### config.mk
export PLATFORM = sky130hd
export DESIGN_NAME = rom_arbiter
export DESIGN_NICKNAME = d
export VERILOG_FILES = /design/src/rtl/rom_arbiter_pkg.sv /design/src/rtl/rr_arbiter.sv /design/src/rtl/rom_arbiter.sv
export SDC_FILE = /design/constraint.sdc
export NUM_CORES = 1
export LEC_CHECK = 0
export CAP_MARGIN = 20
export CORE_MARGIN = 4
export CORE_UTILIZATION = 42
export CTS_CLUSTER_SIZE = 28
export DETAILED_ROUTE_END_ITERATION = 8
export PLACE_DENSITY = 0.8
export RECOVER_POWER = 50
export SYNTH_ARGS = -nofsm -noshare
export SYNTH_HDL_FRONTEND = slang
export SYNTH_SLANG_ARGS = --single-unit
### constraint.sdc
create_clock -name i_clk -period 7.9 [get_ports i_clk]
set_clock_uncertainty 0.2 [all_clocks]
set_input_delay 1.58 -clock i_clk [delete_from_list [all_inputs] [get_ports i_clk]]
set_output_delay 1.58 -clock i_clk [all_outputs]
set_load 0.01 [all_outputs]
### src/rtl/rom_arbiter_pkg.sv
// ============================================================================
// Module   : rom_arbiter_pkg
// Brief    : Shared constants, tag type and index-width helper for the ROM arbiter.
// Revision : 1.0 - initial release
// ============================================================================
`default_nettype none

package rom_arbiter_pkg;

    localparam int ROM_LATENCY_MAX = 3;
    localparam int CH_IDX_MAX_W    = 3;

    // Tag carried alongside each ROM read; index wide enough for the largest channel count.
    typedef struct packed {
        logic                    vld;
        logic [CH_IDX_MAX_W-1:0] idx;
    } tag_t;

    function automatic int clog2(input int n);
        int w;
        w = 0;
        while ((1 << w) < n) begin
            w = w + 1;
        end
        return (w < 1) ? 1 : w;
    endfunction

endpackage

`default_nettype wire

### src/rtl/rr_arbiter.sv
// ============================================================================
// Module   : rr_arbiter
// Brief    : Combinational round-robin picker: first request at or above the pointer.
// Revision : 1.0 - initial release
// ============================================================================
`default_nettype none

module rr_arbiter #(
    parameter int NUM_CH = 3,
    parameter int IDX_W  = 2
) (
    input  logic [NUM_CH-1:0] req_i,
    input  logic [IDX_W-1:0]  ptr_i,
    output logic [NUM_CH-1:0] gnt_o,
    output logic [IDX_W-1:0]  idx_o,
    output logic              vld_o
);

    always_comb begin
        int cand;
        gnt_o = '0;
        idx_o = '0;
        vld_o = 1'b0;
        cand  = 0;
        // Walk upward from the pointer, wrapping at NUM_CH; the first hit wins.
        for (int k = 0; k < NUM_CH; k++) begin
            cand = int'(ptr_i) + k;
            if (cand >= NUM_CH) begin
                cand = cand - NUM_CH;
            end
            if (!vld_o && req_i[cand]) begin
                vld_o       = 1'b1;
                gnt_o[cand] = 1'b1;
                idx_o       = cand[IDX_W-1:0];
            end
        end
    end

endmodule

`default_nettype wire

### src/rtl/rom_arbiter.sv
// ============================================================================
// Module   : rom_arbiter
// Brief    : Round-robin sharing of one synchronous ROM among note sequencer channels.
// Revision : 1.0 - initial release
// ============================================================================
`default_nettype none

module rom_arbiter
    import rom_arbiter_pkg::*;
#(
    parameter int NUM_CH      = 3,
    parameter int ADDR_WIDTH  = 5,
    parameter int DATA_WIDTH  = 16,
    parameter int ROM_LATENCY = 1
) (
    input  logic                         i_clk,
    input  logic                         i_rst,
    input  logic [NUM_CH-1:0]            i_req,
    input  logic [NUM_CH*ADDR_WIDTH-1:0] i_addr,
    output logic [NUM_CH-1:0]            o_ack,
    output logic [DATA_WIDTH-1:0]        o_data,
    output logic [NUM_CH-1:0]            o_valid,
    output logic [ADDR_WIDTH-1:0]        o_rom_addr,
    input  logic [DATA_WIDTH-1:0]        i_rom_data
);

    localparam int IDX_W = clog2(NUM_CH);
    localparam int LAT   = (ROM_LATENCY > ROM_LATENCY_MAX) ? ROM_LATENCY_MAX :
                           ((ROM_LATENCY < 1) ? 1 : ROM_LATENCY);

    logic [IDX_W-1:0]      ptr_q;
    logic [IDX_W-1:0]      ptr_d;
    logic [ADDR_WIDTH-1:0] rom_addr_q;
    logic [ADDR_WIDTH-1:0] rom_addr_d;
    logic [DATA_WIDTH-1:0] data_q;
    logic [DATA_WIDTH-1:0] data_d;
    tag_t                  tag_q [LAT];

    logic [NUM_CH-1:0]     w_gnt;
    logic [IDX_W-1:0]      w_idx;
    logic                  w_arb_vld;
    logic                  w_gnt_vld;
    logic [ADDR_WIDTH-1:0] w_sel_addr;
    tag_t                  w_tag_in;
    tag_t                  w_tag_out;
    logic                  w_out_vld;

    rr_arbiter #(
        .NUM_CH (NUM_CH),
        .IDX_W  (IDX_W)
    ) u_rr_arbiter (
        .req_i  (i_req),
        .ptr_i  (ptr_q),
        .gnt_o  (w_gnt),
        .idx_o  (w_idx),
        .vld_o  (w_arb_vld)
    );

    // Reset masks grants so no read can be issued while the block is held in reset.
    assign w_gnt_vld  = w_arb_vld & ~i_rst;
    assign o_ack      = w_gnt_vld ? w_gnt : '0;
    assign w_sel_addr = i_addr[int'(w_idx)*ADDR_WIDTH +: ADDR_WIDTH];

    always_comb begin
        ptr_d      = ptr_q;
        rom_addr_d = rom_addr_q;
        if (w_gnt_vld) begin
            ptr_d      = (w_idx == IDX_W'(NUM_CH - 1)) ? '0 : w_idx + IDX_W'(1);
            rom_addr_d = w_sel_addr;
        end
    end

    assign o_rom_addr = i_rst ? '0 : rom_addr_d;

    always_comb begin
        w_tag_in     = '0;
        w_tag_in.vld = w_gnt_vld;
        w_tag_in.idx = CH_IDX_MAX_W'(w_idx);
    end

    assign w_tag_out = tag_q[LAT-1];
    assign w_out_vld = w_tag_out.vld & ~i_rst;
    assign o_valid   = w_out_vld ? (NUM_CH'(1) << w_tag_out.idx) : '0;

    always_comb begin
        data_d = data_q;
        if (w_out_vld) begin
            data_d = i_rom_data;
        end
    end

    assign o_data = i_rst ? '0 : data_d;

    always_ff @(posedge i_clk) begin
        if (i_rst) begin
            ptr_q      <= '0;
            rom_addr_q <= '0;
            data_q     <= '0;
        end else begin
            ptr_q      <= ptr_d;
            rom_addr_q <= rom_addr_d;
            data_q     <= data_d;
        end
    end

    // Tag shift register aligned with the ROM's read latency.
    always_ff @(posedge i_clk) begin
        if (i_rst) begin
            for (int s = 0; s < LAT; s++) begin
                tag_q[s] <= '0;
            end
        end else begin
            tag_q[0] <= w_tag_in;
            for (int s = 1; s < LAT; s++) begin
                tag_q[s] <= tag_q[s-1];
            end
        end
    end

endmodule

`default_nettype wire
==> impl_metrics.xml, run 1 <==
<?xml version="1.0" encoding="UTF-8"?>
<metrics>
  <group name="die">
    <metric name="core" unit="sq um">3150</metric>
    <metric name="io_pins" unit="">63</metric>
    <metric name="floorplan.initialDensity" unit="%">45.3</metric>
    <metric name="area_enclosed_by_the_die_boundary" unit="sq um">4400</metric>
    <metric name="floorplan.die.height" unit="um">66.3</metric>
    <metric name="num_rows" unit="">20</metric>
    <metric name="die_w" unit="um">66.3</metric>
  </group>
  <group name="layout">
    <metric name="final_core_utilization" unit="%">64.9</metric>
    <metric name="nFillCells" unit="">273</metric>
    <metric name="multiInputGateArea" unit="sq um">757</metric>
    <metric name="drive_above_1_share" unit="%">6.47</metric>
    <metric name="final_cell_count_no_fill" unit="">245</metric>
    <metric name="mostFrequentLayoutCell" unit="">sky130_fd_sc_hd__clkdlybuf4s50_1</metric>
    <metric name="synthToLayoutAreaGrowth" unit="%">43.4</metric>
    <metric name="num_antenna_cells" unit="">0</metric>
    <metric name="num-nets-final" unit="">242</metric>
    <metric name="regArea" unit="sq um">520</metric>
    <metric name="most-common-layout-cells" unit="">sky130_fd_sc_hd__clkdlybuf4s50_1, sky130_fd_sc_hd__dfxtp_1, sky130_fd_sc_hd__mux2i_1, sky130_fd_sc_hd__nor2_1, sky130_fd_sc_hd__inv_1</metric>
  </group>
  <group name="synthesis">
    <metric name="post_synthesis_register_bit_count" unit="">26</metric>
    <metric name="synth_top_cell_area_share" unit="%">36.5</metric>
    <metric name="post_synth_num_cell_types" unit="">37</metric>
    <metric name="post_synth_and_or_nand_nor_area_fraction" unit="%">18.2</metric>
    <metric name="synth-adder-area-share" unit="%">3.51</metric>
    <metric name="seq_area_frac_synth" unit="%">36.5</metric>
    <metric name="syn_area" unit="sq um">1430</metric>
    <metric name="synth.yosys.warnings" unit="">0</metric>
    <metric name="synthesis.area_per_instance" unit="sq um">9.98</metric>
    <metric name="main_combinational_cell_family_by_area_after_synthesis" unit="">simple AND/OR/NAND/NOR gates</metric>
    <metric name="cell_taking_the_most_area_after_synthesis" unit="">sky130_fd_sc_hd__dfxtp_1</metric>
    <metric name="postSynthNetCount" unit="">183</metric>
    <metric name="synth.mux.area_fraction" unit="%">17.7</metric>
    <metric name="synth_area_in_compound_gates" unit="%">17.4</metric>
    <metric name="netlist_instances" unit="">143</metric>
    <metric name="synth_xor_xnor_area_share" unit="%">0</metric>
    <metric name="synth.area.top_cells" unit="">sky130_fd_sc_hd__dfxtp_1, sky130_fd_sc_hd__mux2i_1, sky130_fd_sc_hd__nor2_1</metric>
  </group>
  <group name="placement">
    <metric name="placed_insts" unit="">241</metric>
    <metric name="detailedPlacementHpwl" unit="um">2790</metric>
    <metric name="placer_congestion" unit="">0.881</metric>
    <metric name="placement.io_buffers" unit="">62</metric>
  </group>
  <group name="routing">
    <metric name="detailroute.via_count" unit="">1249</metric>
    <metric name="post_route_drc_violation_count" unit="">0</metric>
    <metric name="routed_wl" unit="um">3560</metric>
    <metric name="postRouteAntennaNets" unit="">0</metric>
    <metric name="wire_per_inst" unit="um">14.5</metric>
    <metric name="drt_pass1_iterations" unit="">6</metric>
    <metric name="route.detailed.vias_per_inst" unit="">5.10</metric>
    <metric name="drt_iter0_markers" unit="">65</metric>
  </group>
  <group name="clock_tree">
    <metric name="postCtsSetupBuffers" unit="">0</metric>
    <metric name="cts_inserted_buffers" unit="">3</metric>
    <metric name="clock_tree_root_driver_cell" unit="">sky130_fd_sc_hd__clkbuf_4</metric>
    <metric name="post_cts.resized_instances" unit="">0</metric>
    <metric name="post_cts_hold_buffer_count" unit="">0</metric>
    <metric name="worstSkewPairLatency" unit="ns">0.31</metric>
    <metric name="tritoncts_clock_tree" unit="">done</metric>
    <metric name="tritoncts_num_sinks" unit="">26</metric>
    <metric name="cts.reportedPaths.clkPinSlew" unit="ns">0.15</metric>
    <metric name="cts_buffer_depth" unit="">2</metric>
    <metric name="htree_num_levels" unit="">1</metric>
  </group>
  <group name="critical_path">
    <metric name="critPathMaxFanout" unit="">7</metric>
    <metric name="worst-setup-path-type" unit="">in -&gt; out</metric>
    <metric name="critPathLaunchType" unit="">primary input</metric>
    <metric name="path_cells" unit="">dlygate4sd3_1, mux2i_1, o21ai_0, o31ai_1, or2_1, o221ai_1, clkdlybuf4s50_1</metric>
    <metric name="cp_data_required_time" unit="ns">6.12</metric>
    <metric name="cp_data_arrival_time" unit="ns">4.81</metric>
    <metric name="crit_slowest_cell" unit="">sky130_fd_sc_hd__o31ai_1</metric>
    <metric name="endpoint_kind" unit="">output port</metric>
    <metric name="cpPeakStageDelay" unit="ns">0.99</metric>
  </group>
  <group name="timing">
    <metric name="tns" unit="ns">0</metric>
    <metric name="finalMaxSlewViolations" unit="">0</metric>
    <metric name="setup_viol_count_final" unit="">0</metric>
    <metric name="final.period_utilization" unit="%">83.5</metric>
    <metric name="achievable-frequency" unit="MHz">152</metric>
    <metric name="max_slew_headroom" unit="%">26.0</metric>
    <metric name="transition_time_at_the_pin_with_the_least_slew_margin" unit="ns">1.10</metric>
    <metric name="finalWorstPathRequiredPeriod" unit="ns">6.59</metric>
    <metric name="rsz0062_at_grt" unit="">no</metric>
    <metric name="finalHoldViolCount" unit="">0</metric>
  </group>
  <group name="global_routing">
    <metric name="grt_max_degree" unit="">23</metric>
    <metric name="grt_antenna_before_repair" unit="">0</metric>
    <metric name="global_route.overflow_total" unit="">0</metric>
    <metric name="groute.usage.overall" unit="%">15.9</metric>
    <metric name="grt_first_pass_wirelength" unit="um">5640</metric>
    <metric name="first_global_vias" unit="">1209</metric>
  </group>
  <group name="power_and_ir_drop">
    <metric name="power.ir.vdd_worst" unit="uV">143</metric>
    <metric name="powerDensity" unit="nW/um^2">315</metric>
    <metric name="cellLeakagePower" unit="uW">0.000813</metric>
  </group>
  <group name="outcome">
    <metric name="run_status" unit="">finished clean</metric>
  </group>
  <group name="min_path">
    <metric name="class_of_the_most_critical_hold_timing_path" unit="">reg -&gt; reg</metric>
  </group>
  <group name="run">
    <metric name="maxCapViolCount" unit="">0</metric>
  </group>
</metrics>
-- final cells by class --
class / count / area share (%)
multi-input combinational: 98 / 37.0
timing repair buffer: 62 / 30.3
sequential: 26 / 25.4
tap: 44 / 2.69
inverter: 11 / 2.02
clock inverter: 1 / 1.47
clock buffer: 3 / 1.10
-- worst max-delay path: cells and delay by family --
kind | cells | cell delay [ns]
and+or+nand+nor | 1 | 0.34
muxes | 1 | 0.22
buffers and inverters | 2 | 1.17
AOI/OAI and AO/OA | 3 | 1.49
-- cells in the mapped netlist (all sizes together) --
master,n
dfxtp,26
mux2i,24
nor2,20
inv,11
nand2,8
buf,6
o221ai,5
a21oi,4
ha,4
o21ai,4
a211oi,3
nand2b,3
nand3b,3
nor3,3
a2111oi,2
and2b,2
clkbuf,2
nor4bb,2
or2,2
a221oi,1
a311o,1
and3b,1
nor2b,1
nor4,1
nor4b,1
o211ai,1
o21ba,1
o31ai,1
-- where the power goes --
part,total [uW],switching [uW],internal (uW)
Combinational,364,178,186
Sequential,189,23.7,165
Clock,90.7,39.4,51.3
-- per-layer routing --
metal / part of all wire [%] / global-route usage [%] / vias up / wire length (um)
met4: 0.28 / 1.52 / 0 / 10
met1: 41 / 19.9 / 580 / 1470
li1: - / - / 618 / -
met5: 0 / 0 / - / 0
met3: 7.1 / 3.91 / 2 / 252
met2: 51 / 28.3 / 49 / 1830
-- state kept, by name, summed over array words and instances (netlist names) --
name and flops:
data_q 16, rom_addr_q 5, tag_q 3, ptr_q 2
-- stage by stage --
stage	setup WS [ns]	power (uW)	cell area, sq um	hold WS [ns]
after floorplan	3.33	470	1430	0.260
after global placement	2.09	569	2050	0.233
after detailed placement	2.05	580	2050	0.248
after CTS	2.04	673	2100	0.285
after global routing	1.16	688	2050	0.319
final	1.31	644	2050	0.294
-- path summary, 6_finish.rpt --
path                                     from            end  slack (ns)  cells after the start
worst max-delay path                 i_req[1]  o_rom_addr[1]        1.31                      7
worst min-delay path            rom_addr_q[3]  rom_addr_q[3]        0.29                      2
worst max register to register       ptr_q[1]  rom_addr_q[1]        4.61                      7
worst min register to register  rom_addr_q[3]  rom_addr_q[3]        0.29                      2
-- kinds of logic (layout without fill, tap and decap cells) --
kind of cell               after synthesis  after routing
AOI/OAI and AO/OA                       23             23
DFF                                     26             26
buffers and inverters                   19             77
and+or+nand+nor                         47             47
muxes                                   24             24
adders and majority gates                4              4
(Power assumes the default switching activity.)
==> inputs of run 2 (changes only) <==
==> constraint.sdc (replaced) <==
create_clock -name i_clk -period 6.5 [get_ports i_clk]
set_clock_uncertainty 0.2 [all_clocks]
set_input_delay 1.3 -clock i_clk [delete_from_list [all_inputs] [get_ports i_clk]]
set_output_delay 1.3 -clock i_clk [all_outputs]
set_load 0.01 [all_outputs]
==> run 2 against run 1 <==
Routed wire length decreased by 4.9%. Via count decreased by 3.3%. Register-to-register slack got worse by 1.1 ns. Sequential share of layout area increased by 0.20 points. Total power increased by 15%. Clock-buffer cell count unchanged. Highest routed layer unchanged.
==> impl_metrics.xml, run 2 (same netlist as run 1, synthesis figures left out) <==
<?xml version="1.0" encoding="UTF-8"?>
<metrics>
  <group name="power_and_ir_drop">
    <metric name="powerDensity" unit="nW/um^2">364</metric>
    <metric name="cellLeakagePower" unit="uW">0.000805</metric>
    <metric name="finalPower" unit="uW">738</metric>
    <metric name="power.ir.vdd_worst" unit="uV">211</metric>
  </group>
  <group name="placement">
    <metric name="detailedPlacementHpwl" unit="um">2700</metric>
    <metric name="placer_congestion" unit="">0.878</metric>
    <metric name="placement.io_buffers" unit="">62</metric>
  </group>
  <group name="layout">
    <metric name="largestRegisters" unit="">data_q (16), rom_addr_q (5), tag_q (3)</metric>
    <metric name="regArea" unit="sq um">520</metric>
    <metric name="synthToLayoutAreaGrowth" unit="%">42.2</metric>
    <metric name="drive_above_1_share" unit="%">6.97</metric>
    <metric name="multiInputGateArea" unit="sq um">767</metric>
    <metric name="mostFrequentLayoutCell" unit="">sky130_fd_sc_hd__clkdlybuf4s50_1</metric>
    <metric name="most_flops_register" unit="">data_q</metric>
    <metric name="nFillCells" unit="">278</metric>
    <metric name="largest_register_ff_count" unit="">16</metric>
    <metric name="num_antenna_cells" unit="">0</metric>
    <metric name="most-common-layout-cells" unit="">sky130_fd_sc_hd__clkdlybuf4s50_1, sky130_fd_sc_hd__dfxtp_1, sky130_fd_sc_hd__mux2i_1, sky130_fd_sc_hd__nor2_1, sky130_fd_sc_hd__inv_1</metric>
    <metric name="num-nets-final" unit="">243</metric>
  </group>
  <group name="clock_tree">
    <metric name="tritoncts_num_sinks" unit="">26</metric>
    <metric name="worstSkewPairLatency" unit="ns">0.31</metric>
    <metric name="htree_num_levels" unit="">1</metric>
    <metric name="cts_inserted_buffers" unit="">3</metric>
    <metric name="post_cts_hold_buffer_count" unit="">0</metric>
    <metric name="postCtsSetupBuffers" unit="">0</metric>
    <metric name="clock_tree_root_driver_cell" unit="">sky130_fd_sc_hd__clkbuf_4</metric>
    <metric name="cts.reportedPaths.clkPinSlew" unit="ns">0.12</metric>
    <metric name="post_cts.resized_instances" unit="">0</metric>
    <metric name="tritoncts_clock_tree" unit="">done</metric>
    <metric name="cts_buffer_depth" unit="">2</metric>
  </group>
  <group name="die">
    <metric name="area_enclosed_by_the_die_boundary" unit="sq um">4400</metric>
    <metric name="core" unit="sq um">3150</metric>
    <metric name="floorplan.initialDensity" unit="%">45.3</metric>
    <metric name="io_pins" unit="">63</metric>
    <metric name="floorplan.die.height" unit="um">66.3</metric>
    <metric name="die_w" unit="um">66.3</metric>
    <metric name="num_rows" unit="">20</metric>
  </group>
  <group name="global_routing">
    <metric name="groute.usage.overall" unit="%">15.9</metric>
    <metric name="grt_max_degree" unit="">23</metric>
    <metric name="first_global_vias" unit="">1151</metric>
    <metric name="grt_antenna_before_repair" unit="">0</metric>
    <metric name="grt_first_pass_wirelength" unit="um">5400</metric>
    <metric name="global_route.overflow_total" unit="">0</metric>
  </group>
  <group name="critical_path">
    <metric name="cp_data_arrival_time" unit="ns">4.08</metric>
    <metric name="cp_data_required_time" unit="ns">5.00</metric>
    <metric name="cpPeakStageDelay" unit="ns">0.72</metric>
    <metric name="endpoint_kind" unit="">output port</metric>
    <metric name="path_cells" unit="">dlygate4sd3_1, clkbuf_1, inv_1, o31ai_4, or2_0, o221ai_1, clkdlybuf4s50_1</metric>
    <metric name="critPathLaunchType" unit="">primary input</metric>
    <metric name="worst-setup-path-type" unit="">in -&gt; out</metric>
    <metric name="critPathMaxFanout" unit="">22</metric>
    <metric name="crit_slowest_cell" unit="">sky130_fd_sc_hd__clkbuf_1</metric>
  </group>
  <group name="routing">
    <metric name="post_route_drc_violation_count" unit="">0</metric>
    <metric name="route.detailed.vias_per_inst" unit="">4.93</metric>
    <metric name="drt_iter0_markers" unit="">29</metric>
    <metric name="drt_pass1_iterations" unit="">4</metric>
    <metric name="postRouteAntennaNets" unit="">0</metric>
    <metric name="wire_per_inst" unit="um">13.8</metric>
    <metric name="routed_wl" unit="um">3390</metric>
    <metric name="detailroute.via_count" unit="">1208</metric>
  </group>
  <group name="timing">
    <metric name="transition_time_at_the_pin_with_the_least_slew_margin" unit="ns">0.973</metric>
    <metric name="finalMaxSlewViolations" unit="">0</metric>
    <metric name="setup_viol_count_final" unit="">0</metric>
    <metric name="final.period_utilization" unit="%">85.8</metric>
    <metric name="finalWorstPathRequiredPeriod" unit="ns">5.58</metric>
    <metric name="achievable-frequency" unit="MHz">179</metric>
    <metric name="finalHoldViolCount" unit="">0</metric>
    <metric name="max_slew_headroom" unit="%">35.1</metric>
    <metric name="tns" unit="ns">0</metric>
    <metric name="rsz0062_at_grt" unit="">no</metric>
  </group>
  <group name="outcome">
    <metric name="run_status" unit="">finished clean</metric>
  </group>
  <group name="run">
    <metric name="maxCapViolCount" unit="">0</metric>
  </group>
  <group name="min_path">
    <metric name="class_of_the_most_critical_hold_timing_path" unit="">reg -&gt; reg</metric>
  </group>
</metrics>
==> run 2: layout make-up <==
type | count | share of cell area, %
Clock buffer | 3 | 1.11
Inverter | 11 | 2.03
Multi-Input combinational cell | 98 | 37.8
Sequential cell | 26 | 25.6
Tap cell | 44 | 2.71
Timing Repair Buffer | 63 | 30.7
==> run 2: stage by stage <==
step | cell area, sq um | worst slack (ns) | util (%) | cells | hold WS [ns]
2_1_floorplan | 1430 | 2.49 | - | 143 | 0.260
3_3_place_gp | 2060 | 1.26 | 65.2 | 242 | 0.237
3_5_place_dp | 2060 | 1.19 | 65.2 | 242 | 0.237
4_1_cts | 2080 | 1.18 | 66.0 | 245 | 0.270
5_1_grt | 2030 | 0.647 | 64.4 | 245 | 0.300
6_report | 2030 | 0.924 | 64.4 | 245 | 0.276
==> run 2: worst max-delay path: cells and delay by family <==
kind	cells	cell delay [ns]
buf+inv	4	1.95
compound gates	2	0.40
simple gates	1	0.42
==> run 2: path summary, 6_finish.rpt <==
| path | slack, ns | start | to | cells past startpoint |
|---|---|---|---|---|
| max | 0.92 | i_rst | o_rom_addr[4] | 7 |
| min | 0.28 | rom_addr_q[3] | rom_addr_q[3] | 2 |
| max reg2reg | 3.51 | ptr_q[0] | rom_addr_q[4] | 7 |
| min reg2reg | 0.28 | rom_addr_q[3] | rom_addr_q[3] | 2 |
==> run 2: layer usage <==
| metal | part of all wire [%] | global-route usage (%) |
|---|---|---|
| met3 | 6.3 | 4.76 |
| met2 | 52 | 27.4 |
| met1 | 41 | 19.1 |
| met4 | 0.80 | 3.81 |
| met5 | 0 | 0 |
==> run 2: report_power, final <==
| part | internal, uW | total [uW] | leakage (uW) | switching [uW] |
|---|---|---|---|---|
| Sequential | 201 | 229 | 0.000215 | 28.4 |
| Clock | 21.6 | 63.5 | 0.0000138 | 41.8 |
| Combinational | 225 | 445 | 0.000576 | 220 |
| Total | 448 | 738 | 0.000805 | 291 |
==> inputs of run 3 (changes only) <==
--- a/config.mk
+++ b/config.mk
@@ -7,10 +7,11 @@
 export LEC_CHECK = 0
 export CAP_MARGIN = 20
 export CORE_MARGIN = 4
-export CORE_UTILIZATION = 42
+export CORE_UTILIZATION = 40
+export CTS_CLUSTER_DIAMETER = 60
 export CTS_CLUSTER_SIZE = 28
 export DETAILED_ROUTE_END_ITERATION = 8
-export PLACE_DENSITY = 0.8
+export PLACE_DENSITY = 0.81
 export RECOVER_POWER = 50
 export SYNTH_ARGS = -nofsm -noshare
 export SYNTH_HDL_FRONTEND = slang
==> run 3 against run 2 <==
Non-clock buffer count fell by 1. Critical path depth did not move. Largest cell class unchanged. Sequential share of layout area fell by 0.37 points. Flip-flop and latch count did not move. Largest power group unchanged. Register-to-register slack got worse by 0.25 ns.
==> impl_metrics.xml, run 3 (same netlist as run 1, synthesis figures left out) <==
<?xml version="1.0" encoding="UTF-8"?>
<metrics>
  <group name="outcome">
    <metric name="run_status" unit="">finished clean</metric>
  </group>
  <group name="die">
    <metric name="core" unit="sq um">3390</metric>
    <metric name="floorplan.die.height" unit="um">67.7</metric>
    <metric name="die_w" unit="um">67.7</metric>
    <metric name="area_enclosed_by_the_die_boundary" unit="sq um">4590</metric>
    <metric name="floorplan.initialDensity" unit="%">42.1</metric>
    <metric name="num_rows" unit="">21</metric>
    <metric name="io_pins" unit="">63</metric>
  </group>
  <group name="global_routing">
    <metric name="groute.usage.overall" unit="%">16.3</metric>
    <metric name="global_route.usage.met2" unit="%">32.1</metric>
    <metric name="first_global_vias" unit="">1308</metric>
    <metric name="global_route.overflow_total" unit="">0</metric>
    <metric name="grt_max_degree" unit="">23</metric>
    <metric name="gr-usage-met1" unit="%">17.6</metric>
    <metric name="met3_usage" unit="%">2.50</metric>
    <metric name="globalRoute.busiestLayer" unit="">met2</metric>
    <metric name="grt_antenna_before_repair" unit="">0</metric>
    <metric name="grt_first_pass_wirelength" unit="um">5790</metric>
  </group>
  <group name="critical_path">
    <metric name="endpoint_kind" unit="">output port</metric>
    <metric name="cp_data_arrival_time" unit="ns">4.28</metric>
    <metric name="cp_data_required_time" unit="ns">5.00</metric>
    <metric name="critPathMaxFanout" unit="">7</metric>
    <metric name="critPathLaunchType" unit="">primary input</metric>
    <metric name="worst-setup-path-type" unit="">in -&gt; out</metric>
  </group>
  <group name="clock_tree">
    <metric name="clock_tree_root_driver_cell" unit="">sky130_fd_sc_hd__clkbuf_4</metric>
    <metric name="post_cts_hold_buffer_count" unit="">0</metric>
    <metric name="htree_num_levels" unit="">1</metric>
    <metric name="cts_inserted_buffers" unit="">3</metric>
    <metric name="tritoncts_clock_tree" unit="">done</metric>
    <metric name="cts_buffer_depth" unit="">2</metric>
    <metric name="post_cts.resized_instances" unit="">0</metric>
    <metric name="tritoncts_num_sinks" unit="">26</metric>
    <metric name="worstSkewPairLatency" unit="ns">0.32</metric>
    <metric name="postCtsSetupBuffers" unit="">0</metric>
    <metric name="cts.reportedPaths.clkPinSlew" unit="ns">0.13</metric>
  </group>
  <group name="layout">
    <metric name="multiInputGateArea" unit="sq um">798</metric>
    <metric name="num-nets-final" unit="">242</metric>
    <metric name="mostFrequentLayoutCell" unit="">sky130_fd_sc_hd__clkdlybuf4s50_1</metric>
    <metric name="largestRegisters" unit="">data_q (16), rom_addr_q (5), tag_q (3)</metric>
    <metric name="num_antenna_cells" unit="">0</metric>
    <metric name="most-common-layout-cells" unit="">sky130_fd_sc_hd__clkdlybuf4s50_1, sky130_fd_sc_hd__dfxtp_1, sky130_fd_sc_hd__mux2i_1, sky130_fd_sc_hd__nor2_1, sky130_fd_sc_hd__inv_1</metric>
    <metric name="most_flops_register" unit="">data_q</metric>
    <metric name="regArea" unit="sq um">520</metric>
    <metric name="final_instance_area" unit="sq um">2060</metric>
    <metric name="nFillCells" unit="">296</metric>
    <metric name="drive_above_1_share" unit="%">9.50</metric>
    <metric name="largest_register_ff_count" unit="">16</metric>
    <metric name="synthToLayoutAreaGrowth" unit="%">44.3</metric>
    <metric name="final_cell_count_no_fill" unit="">246</metric>
  </group>
  <group name="placement">
    <metric name="detailedPlace.worstSlack" unit="ns">1.19</metric>
    <metric name="placer_congestion" unit="">1.04</metric>
    <metric name="placement.io_buffers" unit="">62</metric>
    <metric name="detailedPlacementHpwl" unit="um">2950</metric>
    <metric name="placed_insts" unit="">243</metric>
    <metric name="post_placement_cell_area" unit="sq um">2050</metric>
  </group>
  <group name="timing">
    <metric name="setup_viol_count_final" unit="">0</metric>
    <metric name="finalHoldViolCount" unit="">0</metric>
    <metric name="finalHoldWorstSlack" unit="ns">0.274</metric>
    <metric name="finalWorstPathRequiredPeriod" unit="ns">5.78</metric>
    <metric name="final.period_utilization" unit="%">88.9</metric>
    <metric name="achievable-frequency" unit="MHz">173</metric>
    <metric name="setup_ws" unit="ns">0.720</metric>
    <metric name="max_slew_headroom" unit="%">33.6</metric>
    <metric name="transition_time_at_the_pin_with_the_least_slew_margin" unit="ns">0.988</metric>
    <metric name="rsz0062_at_grt" unit="">no</metric>
    <metric name="tns" unit="ns">0</metric>
    <metric name="finalMaxSlewViolations" unit="">0</metric>
  </group>
  <group name="run">
    <metric name="maxCapViolCount" unit="">0</metric>
  </group>
  <group name="routing">
    <metric name="wire_per_inst" unit="um">14.8</metric>
    <metric name="routed_wl" unit="um">3630</metric>
    <metric name="route.detailed.vias_per_inst" unit="">5.19</metric>
    <metric name="detailroute.via_count" unit="">1277</metric>
    <metric name="postRouteAntennaNets" unit="">0</metric>
    <metric name="drt_iter0_markers" unit="">51</metric>
    <metric name="drt_pass1_iterations" unit="">4</metric>
    <metric name="post_route_drc_violation_count" unit="">0</metric>
  </group>
  <group name="power_and_ir_drop">
    <metric name="powerDensity" unit="nW/um^2">371</metric>
    <metric name="power.ir.vdd_worst" unit="uV">184</metric>
    <metric name="cellLeakagePower" unit="uW">0.000806</metric>
  </group>
  <group name="min_path">
    <metric name="class_of_the_most_critical_hold_timing_path" unit="">reg -&gt; reg</metric>
  </group>
</metrics>
[run 3: final timing paths]
check	start	end	slack, ns	cells after the start
max	i_req[1]	o_rom_addr[0]	0.72	7
min	rom_addr_q[1]	rom_addr_q[1]	0.27	2
max reg2reg	ptr_q[0]	rom_addr_q[3]	3.26	7
min reg2reg	rom_addr_q[1]	rom_addr_q[1]	0.27	2
[run 3: critical path: stages]
cell,delay (ns)
sky130_fd_sc_hd__dlygate4sd3_1,0.65
sky130_fd_sc_hd__mux2i_1,0.26
sky130_fd_sc_hd__o21ai_2,0.16
sky130_fd_sc_hd__o31ai_1,0.82
sky130_fd_sc_hd__or2_1,0.42
sky130_fd_sc_hd__o221ai_2,0.17
sky130_fd_sc_hd__clkdlybuf4s50_1,0.51
[run 3: final cells by class]
class	instances	area share, %
Clock buffer	3	1.09
Inverter	11	2.00
Multi-Input combinational cell	98	38.7
Sequential cell	26	25.3
Tap cell	46	2.79
Timing Repair Buffer	62	30.1
[run 3: metrics by stage]
stage          util (%)  power (uW)
6_report           60.8         764
5_1_grt            60.8         815
4_1_cts            61.2         778
3_5_place_dp       60.5         709
3_3_place_gp       60.5         697
2_1_floorplan         -         572
[run 3: metal layers]
metal / vias to the layer above / share of wire [%]
met5: - / 0
li1: 618 / -
met4: 0 / 0.83
met3: 5 / 5.5
met2: 51 / 55
met1: 603 / 39
[run 3: power by group]
part           switching, uW  internal [uW]  leakage [uW]  total (uW)
sequential              29.0            201      0.000215         230
combinational            231            236      0.000578         467
clock                   44.8           21.7     0.0000138        66.5
==> RTL edit 1, RTL diff (config.mk and constraints of run 3) <==
The parameter `ROM_LATENCY` goes from 1 to 2.
--- a/src/rtl/rom_arbiter.sv
+++ b/src/rtl/rom_arbiter.sv
@@ -13,3 +13,3 @@
     parameter int DATA_WIDTH  = 16,
-    parameter int ROM_LATENCY = 1
+    parameter int ROM_LATENCY = 2
 ) (
Formal check against the unedited RTL: not equivalent (a bounded check fails within 4 cycles, from zero or initial values and one cycle with i_rst high).
==> RTL edit 1 against run 3 <==
  * Worst setup slack got worse by 0.082 ns
  * Sequential cell count up 3
  * Register-to-register slack improved by 0.18 ns
  * Total power decreased by 2.4%
  * Hold slack worse by 0.029 ns
  * Routed wire length is essentially flat
  * Largest power group unchanged
  * Non-clock buffer count increased by 1
  * First-iteration DRC count shrank 33%
  * Sequential share of layout area is 2.7 points higher
  * Final cell count is 4.5% higher
  * Design area grew 0.85%
  * Synthesized area is 0.96% lower
==> RTL edit 1: results (changes against run 3) <==
* WHS Endpoint: tag_q[0][4]$_SDFF_PP0_
* Number of setup buffers added after CTS at 0 (unchanged)
* # diodes at 0 (unchanged)
* Worst slew pin tran at 1.04 ns (+0.0496 ns)
* Worst setup path start: i_req[1]
* Ys Warns at 0 (unchanged)
* Nets at 251 (+3.7%)
* Async SR Flop Fraction at 0 (unchanged)
* Reg clk slew, reported paths at 0.07 ns (-0.06 ns)
* Pre-Repair DR Iteration Count at 4 (unchanged)
* Crit path max-delay cell type: dlygate4sd3_1
* GRT Overall Usage at 0.169 (+0.00602)
* DR iter-0 viols at 34 (-33%)
* Total CTS buffers at 5 (+2)
* Worst R2R Start: ptr_q[0]$_SDFFE_PP0P_
* Wire per inst at 14.1 um (-4.3%)
* Number of global-route vias before repair at 1,286 (-1.7%)
* Sequential fraction of the synthesis area at 0.411 (+0.0460)
* Delay-heaviest family, CP: buffers and inverters
* P_leak at 0.000800 uW (-0.80%)
* Htree depth at 2 (+1)
* Post-CTS Resized at 0 (unchanged)
* Vias per inst at 4.93 (-5.0%)
* Largest net degree at the start of global routing at 27 (+17%)
* Synth unique cells at 32 (-14%)
* Clock buffer depth at 2 (unchanged)
* Hold WC Path Type: reg -> reg
* Initial antenna violation count at 0 (unchanged)
* R2r setup slk at 3.44 ns (+0.18 ns)
* First-pass GRT wire length at 5780 um (-0.24%)
* Share of cells above drive strength 1 at 0.0474 (-0.0476)
* Detailed Place HPWL at 2830 um (-4.2%)
* Clock Latency Late Sink at approximately 0.31 ns
* Hold Crit Start: tag_q[0][0]$_SDFF_PP0_
* Syn nets at 189 (+3.3%)
* Biggest regs: data_q: 16 flops, tag_q: 6 flops, rom_addr_q: 5 flops
* CTS root buf: clkbuf_4
* Worst-case reg-to-reg path depth at 8 (+1)
* Hold path depth at 1 (-1)
* CP peak stage delay at 0.68 ns (-0.14 ns)
* Worst R2R End: rom_addr_q[3]$_DFF_P_
* FILL cells at 301 (+1.7%)
* Peak VDD IR at 0.218 mV (+19%)
* Outcome: finished, final reports clean
* Post-route design area at 2080 sq um (+0.85%)
* Synth area leaders: dfxtp_1, mux2i_1, nor2_1, o221ai_2, ha_1
* CP Max Fanout at 8 (+1)
* Most frequent cells after synthesis: dfxtp_1, mux2i_1, nor2_1
* Setup WS pre-CTS at 1.11 ns (-0.0766 ns)
* GP Congestion at 0.847 (-18%)
* Port bufs at 62 (unchanged)
-- RTL edit 1: cell families (layout without fill, tap and decap cells) --
family | Yosys count | after routing | synth area share
AND/OR/NAND/NOR | 50 | 50 | 0.181
flip-flops | 29 | 29 | 0.411
multiplexers | 24 | 24 | 0.170
AO/OA/AOI/OAI | 23 | 23 | 0.143
buffers and inverters | 19 | 81 | 0.0593
adder cells (fa/ha/maj) | 4 | 4 | 0.0354
-- RTL edit 1: layout make-up --
cell class | instances | share of cell area
repair buffers | 63 | 0.300
well taps | 46 | 0.0277
clock buffers | 7 | 0.0265
multi-input cells | 101 | 0.346
flip-flops and latches | 29 | 0.279
inverters | 11 | 0.0199
-- RTL edit 1: report_power, final --
group	total (uW)	switching [uW]	internal, uW	leakage (uW)
Combinational	401	201	200	0.000531
Sequential	239	22.3	216	0.000238
Clock	106	54.9	51.0	0.0000314
-- RTL edit 1: worst max path at each step --
stage	endpoint	slack, ns	cells after the start
floorplan	o_rom_addr[0]	2.37	7
global placement	o_rom_addr[2]	1.16	8
detailed placement	o_rom_addr[3]	1.11	8
CTS	o_rom_addr[3]	1.09	8
global route	o_rom_addr[3]	0.49	8
finish	o_rom_addr[3]	0.64	8
-- RTL edit 1: stage by stage --
step,hold slack (ns),cells
CTS,0.252,257
finish,0.244,257
detailed placement,0.234,250
global placement,0.219,250
global route,0.264,257
floorplan,0.214,149
-- RTL edit 1: layer usage --
metal	track usage	share of wire
met2	0.302	0.53
met1	0.200	0.42
met3	0.0416	0.047
met5	0	0
met4	0.0456	0.0080
==> RTL edit 2, RTL diff (settings of run 3) <==
Made on the original files. `data_q` no longer has a reset.
--- a/src/rtl/rom_arbiter.sv
+++ b/src/rtl/rom_arbiter.sv
@@ -97,3 +97,2 @@
             rom_addr_q <= '0;
-            data_q     <= '0;
         end else begin
@@ -101,4 +100,7 @@
             rom_addr_q <= rom_addr_d;
-            data_q     <= data_d;
         end
+    end
+
+    always_ff @(posedge i_clk) begin
+        data_q <= data_d;
     end
Behaviour: differs if i_rst is asserted again (counterexample within 4 cycles, from zero or initial values and one cycle with i_rst high); with i_rst held inactive, the same outputs for 10 cycles.
==> RTL edit 2 against run 3 <==
  * Synthesized area grew 4.2%
  * Via count grew 5.7%
  * Design area is 3.8% higher
  * Routed wire length fell by 3.1%
  * Total power up 18%
  * Worst setup slack gained 0.18 ns
  * Non-clock buffer count unchanged
  * Synthesized cell count increased by 24%
  * Sequential cell count stayed put
  * Final cell count grew 14%
  * Combinational power up 9.9%
  * Critical path type unchanged
  * Critical endpoint is now o_rom_addr[2]
==> RTL edit 2: results (changes against run 3) <==
* R2r setup slk at 3.36 ns (+0.10 ns)
* GRT Overall Usage at 0.158 (-0.00469)
* Number of global-route vias before repair at 1,292 (-1.2%)
* Most frequent cells after synthesis: nand2_1, dfxtp_1, and2_1
* Reg clk slew, reported paths at 0.08 ns (-0.05 ns)
* CTS root buf: clkbuf_8
* Htree depth at 1 (unchanged)
* Nets at 276 (+14%)
* Port bufs at 62 (unchanged)
* Initial antenna violation count at 0 (unchanged)
* Biggest regs: data_q: 16 flops, rom_addr_q: 5 flops, tag_q: 3 flops
* Number of setup buffers added after CTS at 0 (unchanged)
* Hold WC Path Type: reg -> reg
* Post-CTS Resized at 0 (unchanged)
* Synth area leaders: dfxtp_1, nand2_1, and2_1, o221ai_2, mux2i_1
* Detailed Place HPWL at 2710 um (-8.3%)
* Pre-Repair DR Iteration Count at 4 (unchanged)
* Worst slew pin tran at 1.03 ns (+0.0444 ns)
* Clock Latency Late Sink at 0.26 ns (-0.06 ns)
* CP Max Fanout at 7 (unchanged)
* Share of cells above drive strength 1 at 0.0638 (-0.0312)
* P_leak at 0.000900 uW (+12%)
* Ys Warns at 0 (unchanged)
* Total CTS buffers at 3 (unchanged)
* P_sw at 328 uW (+7.6%)
* First-pass GRT wire length at 5640 um (-2.6%)
* Largest net degree at the start of global routing at 20 (-13%)
* Sequential fraction of the synthesis area at 0.350 (-0.0147)
* Outcome: finished, final reports clean
* Syn nets at 217 (+19%)
* Peak VDD IR at 0.255 mV (+39%)
* Clock buffer depth at 2 (unchanged)
* Synth unique cells at 36 (-2.7%)
* Wire per inst at 12.5 um (-15%)
* FILL cells at 311 (+5.1%)
* Vias per inst at 4.80 (-7.5%)
* DR iter-0 viols at 56 (+9.8%)
* Async SR Flop Fraction at 0 (unchanged)
* # diodes at 0 (unchanged)
* GP Congestion at 0.869 (-16%)
## RTL edit 2: power groups by stage
stage          clock network [uW]  registers, uW  logic, uW
2_1_floorplan                   0            255        383
3_3_place_gp                    0            258        534
3_5_place_dp                    0            261        537
4_1_cts                       132            259        541
5_1_grt                       140            267        569
6_report                      129            258        513
## RTL edit 2: final cells by class
cell class                 instances  area [sq um]  share of cell area
timing repair buffer              62           621               0.290
sequential                        26           520               0.243
inverter                          11          41.3              0.0193
clock inverter                     1          30.0              0.0140
tap                               46          57.6              0.0269
clock buffer                       3          41.3              0.0193
multi-input combinational        132           828               0.387
## RTL edit 2: kinds of logic after synthesis
family	share of synthesized area
simple gates	0.324
flops	0.350
compound gates	0.167
buf+inv	0.0631
mux	0.0622
fa+ha+maj	0.0336
## RTL edit 2: routing by layer
metal	track usage	up-vias	share of wire
li1	-	700	-
met1	0.176	595	0.40
met2	0.292	49	0.50
met3	0.0438	6	0.081
met4	0.0438	0	0.012
met5	0	-	0
## RTL edit 2: per-stage QoR
stage | hold WS, ns | setup slack [ns] | cell area, sq um | std cells | util
after floorplan | 0.212 | 2.49 | 1490 | 177 | -
after CTS | 0.247 | 1.18 | 2180 | 281 | 0.630
after global routing | 0.268 | 0.603 | 2140 | 281 | 0.617
after detailed placement | 0.227 | 1.20 | 2110 | 277 | 0.609
after global placement | 0.221 | 1.23 | 2110 | 277 | 0.609
final | 0.245 | 0.898 | 2140 | 281 | 0.617
## RTL edit 2: path summary, 6_finish.rpt
| check | depth (start not counted) | startpoint | end |
|---|---|---|---|
| worst max register to register | 7 | ptr_q[0]$_SDFFE_PP0P_ | rom_addr_q[2]$_DFF_P_ |
| worst min register to register | 2 | data_q[4]$_DFF_P_ | data_q[4]$_DFF_P_ |
| worst max-delay path | 7 | i_req[1] | o_rom_addr[2] |
| worst min-delay path | 2 | data_q[4]$_DFF_P_ | data_q[4]$_DFF_P_ |
## RTL edit 2: worst max-delay path, cell delays in order
cell             delay, ns
clkdlybuf4s50_1       0.54
mux2i_1               0.27
o21ai_2               0.15
o31ai_1               0.80
or2_1                 0.33
o221ai_1              0.20
clkdlybuf4s50_1       0.52
